### src/rtl/counter_dflipflop_sync_up_4bit.sv
// counter_dflipflop_sync_up_4bit: synchronous 4-bit up counter, terminal count MAXVAL, sticky wrap flag
// Optional parallel load compiled in with `define COUNTER_SYNC_UP_LOAD_EN
module counter_dflipflop_sync_up_4bit #(
  parameter int unsigned MAXVAL = 15
) (
  input  logic       Clk,
  input  logic       ClrN,
  input  logic       En,
  input  logic       Load,
  input  logic [3:0] D,
  output logic [3:0] count,
  output logic       Tc,
  output logic       Ovf
);
  localparam logic [3:0] MAX = 4'(MAXVAL);
  logic [3:0] r_count;
  logic       r_ovf;
  logic       w_top;
  assign w_top = r_count >= MAX;
  assign Tc    = En & w_top;
  assign count = r_count;
  assign Ovf   = r_ovf;
`ifndef COUNTER_SYNC_UP_LOAD_EN
  logic w_unused;
  assign w_unused = ^{Load, D};
`endif
  always_ff @(posedge Clk) begin
    if (!ClrN) begin
      r_count <= 4'd0;
      r_ovf   <= 1'b0;
`ifdef COUNTER_SYNC_UP_LOAD_EN
    end else if (Load) begin
      r_count <= D;
      r_ovf   <= 1'b0;
`endif
    end else if (En) begin
      r_count <= w_top ? 4'd0 : r_count + 4'd1;
      r_ovf   <= r_ovf | w_top;
    end
  end
endmodule

### config.mk
export PLATFORM = sky130hd
export DESIGN_NAME = counter_dflipflop_sync_up_4bit
export DESIGN_NICKNAME = d
export VERILOG_FILES = /design/src/rtl/counter_dflipflop_sync_up_4bit.sv
export SDC_FILE = /design/constraint.sdc
export NUM_CORES = 1
export LEC_CHECK = 0
export BUFFER_PORTS_ARGS = -buffer_cell sky130_fd_sc_hd__buf_2
export CORE_AREA = 2 2 39 41
export CTS_CLUSTER_DIAMETER = 60
export CTS_CLUSTER_SIZE = 24
export DETAILED_ROUTE_END_ITERATION = 6
export DIE_AREA = 0 0 41 43
export SETUP_SLACK_MARGIN = 0.15
export SYNTH_ARGS = -nofsm -noshare
export SYNTH_HDL_FRONTEND = slang
export SYNTH_SLANG_ARGS = --single-unit
export TNS_END_PERCENT = 100
### constraint.sdc
create_clock -name Clk -period 1.43 [get_ports Clk]
set_input_delay 0 -clock Clk [delete_from_list [all_inputs] [get_ports Clk]]
set_output_delay 0 -clock Clk [all_outputs]
set_load 0.01 [all_outputs]
Yosys cells after proc, flatten, opt, wreduce, memory -nomap -nowiden
Index checks and enable logic that the tools add are counted.
Cells by class
  bitwise gates (word level): 2
  order comparisons: 1
  mux-type cells: 1
  add/subtract/negate cells: 1
Operators with widths (number)
  $add A4 B1 Y4 const B: 1
  $ge A4 B4 Y1 const B: 1
  $mux W4: 1
  $and A1 B1 Y1: 1
  $or A1 B1 Y1: 1
Word-level totals
  word-level logic and storage cells: 7
  input port bits: 8
  output and inout port bits: 6
  bits in registers: 5

Longest topological paths before layout
  word-level depth: 2
  gate-level depth with buffers: 4
  depth with buffers taken out: 4

Worst setup path after synthesis
No wires, ideal clock.
  kind: reg2reg
  start point: register r_count[0] (netlist: count[0])
  end point: register r_ovf (netlist: Ovf)
  buffers on the path: 0
  arrival time: 1.005 ns
  required time: 1.315 ns
  cell stages (with the launch flop): 4
  setup slack: 0.310 ns
  cells stage by stage: dfxtp_1 > ha_1 > and4_1 > o21a_1
On the way
  word-level cells in the longest chain between the ends: 2
Ends and longest elaborated chain
  start, declared: line 16  | logic [3:0] r_count;
  start signal, assigned: line 37  | r_count <= w_top ? 4'd0 : r_count + 4'd1;
  $ge A4 B4 Y1: line 19  | assign w_top = r_count >= MAX;
  $or A1 B1 Y1: line 38  | r_ovf <= r_ovf | w_top;
  end signal, assigned: line 38
  end, declared: line 17  | logic r_ovf;
Every way passes these cells.
A chain may end at the register's enable or synchronous reset.

Worst setup path after layout
  start point: register r_count[1] (netlist: count[1])
  end point: output Tc
On the way
  word-level cells in the longest chain between the ends: 2
Ends and longest elaborated chain
  $ge A4 B4 Y1: line 19
  $and A1 B1 Y1: line 20  | assign Tc = En & w_top;
  end, declared: line 12  | output logic Tc,
Every way passes these cells.

==> flow_summary_export.csv <==
group,metric,value,unit
global_route,met2_usage,0.0719,
cts,clk_pin_slew,40,ps
power_and_ir_drop,power.internal,266,uW
synth,syn_nets,29,
synth,syn_inst,20,
power_and_ir_drop,power.share.clock,0.475,
synth,ys_ff_latch,5,
finish,final_cell_mix,"8 x buf_2, 4 x dfxtp_1, 3 x clkbuf_4, 2 x mux2i_1, 2 x nor2b_1",
timing,fin_hold_ws,22.8,ps
cts,numCtsBuffers,3,
drt,wire_per_inst,8.88,um
worst_hold_path,hold_path_depth,2,
cts,cts_max_path_buffers,2,
timing,rsz0062_at_grt,"no",
placed_design,portBuffers,8,
floorplan,die_h,43,um
timing,timing.final.crit_share,0.828,
placed_design,dp_cells,44,
timing,finClkSkew,3.12,ps
worst_setup_path,worstPathArrival,1180,ps
worst_setup_path,critPathBufInv,1,
power_and_ir_drop,p_sw,80.4,uW
worst_setup_path,worstReg2RegStart,"count[1]$_SDFFE_PN0P_",
global_route,grt_max_degree,7,
finish,num-fill-cells,156,
cts,insertion_delay,240,ps
worst_setup_path,path_class,"reg2out",
worst_hold_path,min-delay-start,"ClrN",
floorplan,io_pins,14,
synth,yosysUniqueCellTypes,14,
global_route,antenna_found_initial,0,
power_and_ir_drop,peakVddDrop,0.000403,V
run,drv_cap,0,
global_route,met1_usage,0.0710,
timing,worst_slew_pin_slew,209,ps
power_and_ir_drop,cellLeakagePower,0.154,nW
global_route,track_usage,0.0683,
timing,hold_violations,0,
floorplan,fp.coreArea,1380,sq um
finish,antenna_cells,0,
synth,synth_top_area_frac,0.462,
worst_setup_path,cp.required,1430,ps
global_route,grt_busiest_layer,"met3",
finish,multi_input_area,119,sq um
finish,area_growth,41.6,%
cts,clock-sinks,5,
global_route,grt_pass1_vias,165,
floorplan,dieWidth,41,um
finish,fin_cells,48,
timing,slew_headroom,0.861,
finish,nets,42,
synth,synth_area,216,sq um
worst_setup_path,reg2reg_depth,4,
drt,drt-initial-drc-count,0,
worst_hold_path,hold_path.class,"in2reg",
timing,setup_violations,0,
worst_hold_path,whs_endpoint,"Ovf$_SDFFE_PN0P_",
finish,final_util,0.222,
timing,postLayoutSetupSlackWorst,246,ps
power_and_ir_drop,power_frac_seq,0.440,
cts,cts.htree.levels,1,
timing,finalSetupTns,0,ps
timing,max_clock_freq,845,MHz
worst_setup_path,start_kind,"register",
power_and_ir_drop,p_per_area,1130,nW/um^2
finish,seqCellArea,101,sq um
finish,drive_above_1_share,0.406,
timing,period_minus_slack,1180,ps
floorplan,dieArea,1760,sq um
worst_setup_path,critPathMaxFanout,5,
global_route,use_met3,0.0890,
drt,post-route-drc-count,0,
worst_setup_path,slowest_stage,"dfxtp_1",
synth,avgSynthCellArea,10.8,sq um
synth,synth_warnings,0,
cts,cts_tree,"built",
worst_setup_path,crit_family,"flip-flops",
global_route,grt_overflow,0,
synth,yosysSeqAreaShare,0.462,
placed_design,place_ws,355,ps
worst_setup_path,slowest_delay,370,ps
power_and_ir_drop,power,347,uW
cts,clock-root-buffer,"clkbuf_4",
floorplan,start_util,0.156,
drt,via_per_inst,3.96,
finish,final_cell_area,307,sq um
floorplan,fp-row-count,14,
placed_design,dpl_cell_area,277,sq um
outcome,status,"complete, no violations",
worst_setup_path,r2r_end,"count[2]$_SDFFE_PN0P_",
power_and_ir_drop,swShare,0.232,
drt,totalWireLength,426,um
drt,ant_nets,0,
placed_design,gp_congestion,0.697,
cts,cts_setup_buffers,0,
power_and_ir_drop,combPwrFrac,0.085,
worst_setup_path,ff2ff_setup_slack,400,ps
drt,via_count,190,
synth,synth_area_leaders,"dfxtp_1 46%, mux2i_1 9.2%, ha_1 5.8%",
drt,first_pass_iters,1,
worst_setup_path,end_kind,"primary output",
finish,mostFrequentLayoutCell,"buf_2",
synth,synth_top_cell_by_area,"dfxtp_1",
global_route,grt_first_pass_wirelength,710,um
worst_setup_path,cp_cell_sequence,"ha_2 -> and4_1 -> buf_2",
timing,slew_viol_final,0,
sequential cells by signal, summed over array words and instances (netlist names):
name	flops
Ovf	1
count	4
logic make-up after synthesis:
group	Yosys count	share of synthesized area
compound gates	5	0.179
flops	5	0.462
xor+xnor	1	0.0405
simple gates	6	0.168
fa+ha+maj	1	0.0578
mux	2	0.0925
power groups by stage:
stage,logic [mW],registers (mW),clock network (mW)
finish,0.0296,0.152,0.165
global route,0.0340,0.153,0.185
CTS,0.0299,0.152,0.172
detailed placement,0.0298,0.154,0
global placement,0.0288,0.154,0
floorplan,0.0135,0.156,0
worst reg2reg max path: cells and delay by family, from the launching register on:
| family | cells | cell delay (ps) |
|---|---|---|
| XOR/XNOR | 1 | 120 |
| flip-flops | 1 | 370 |
| adder cells (fa/ha/maj) | 1 | 220 |
| AND/OR/NAND/NOR | 2 | 220 |
synth_stat cells (all sizes together):
cell,count
a21oi,1
a31oi,1
a41o,1
and2,1
and4,1
dfxtp,5
ha,1
mux2i,2
nand2,1
nand3,1
nor2b,2
o211a,1
o21a,1
xnor2,1
layout make-up:
cell class,count,share of cell area
Sequential cell,5,0.331
Timing Repair Buffer,8,0.131
Tap cell,16,0.0653
Clock buffer,4,0.0857
Multi-Input combinational cell,15,0.388
per-layer routing:
layer / share of wire / vias to the layer above
li1: - / 98
met4: 0.026 / 0
met1: 0.44 / 79
met5: 0 / -
met2: 0.35 / 10
met3: 0.18 / 3
worst max-delay path by stage:
stage / cells after the start / start / end
global route: 3 / count[1]$_SDFFE_PN0P_ / Tc
global placement: 4 / count[0]$_SDFFE_PN0P_ / count[2]$_SDFFE_PN0P_
floorplan: 3 / count[0]$_SDFFE_PN0P_ / Ovf$_SDFFE_PN0P_
finish: 3 / count[1]$_SDFFE_PN0P_ / Tc
detailed placement: 4 / count[0]$_SDFFE_PN0P_ / count[2]$_SDFFE_PN0P_
CTS: 3 / count[0]$_SDFFE_PN0P_ / Tc
what timing repair did:
action | CTS | global route
endpoints found under the setup margin | 0 | 1
hold buffers | 0 | 0
resized for setup | 0 | 2
endpoints found under the hold margin | 0 | 0
Note: power is estimated with default switching activity, not from simulation.
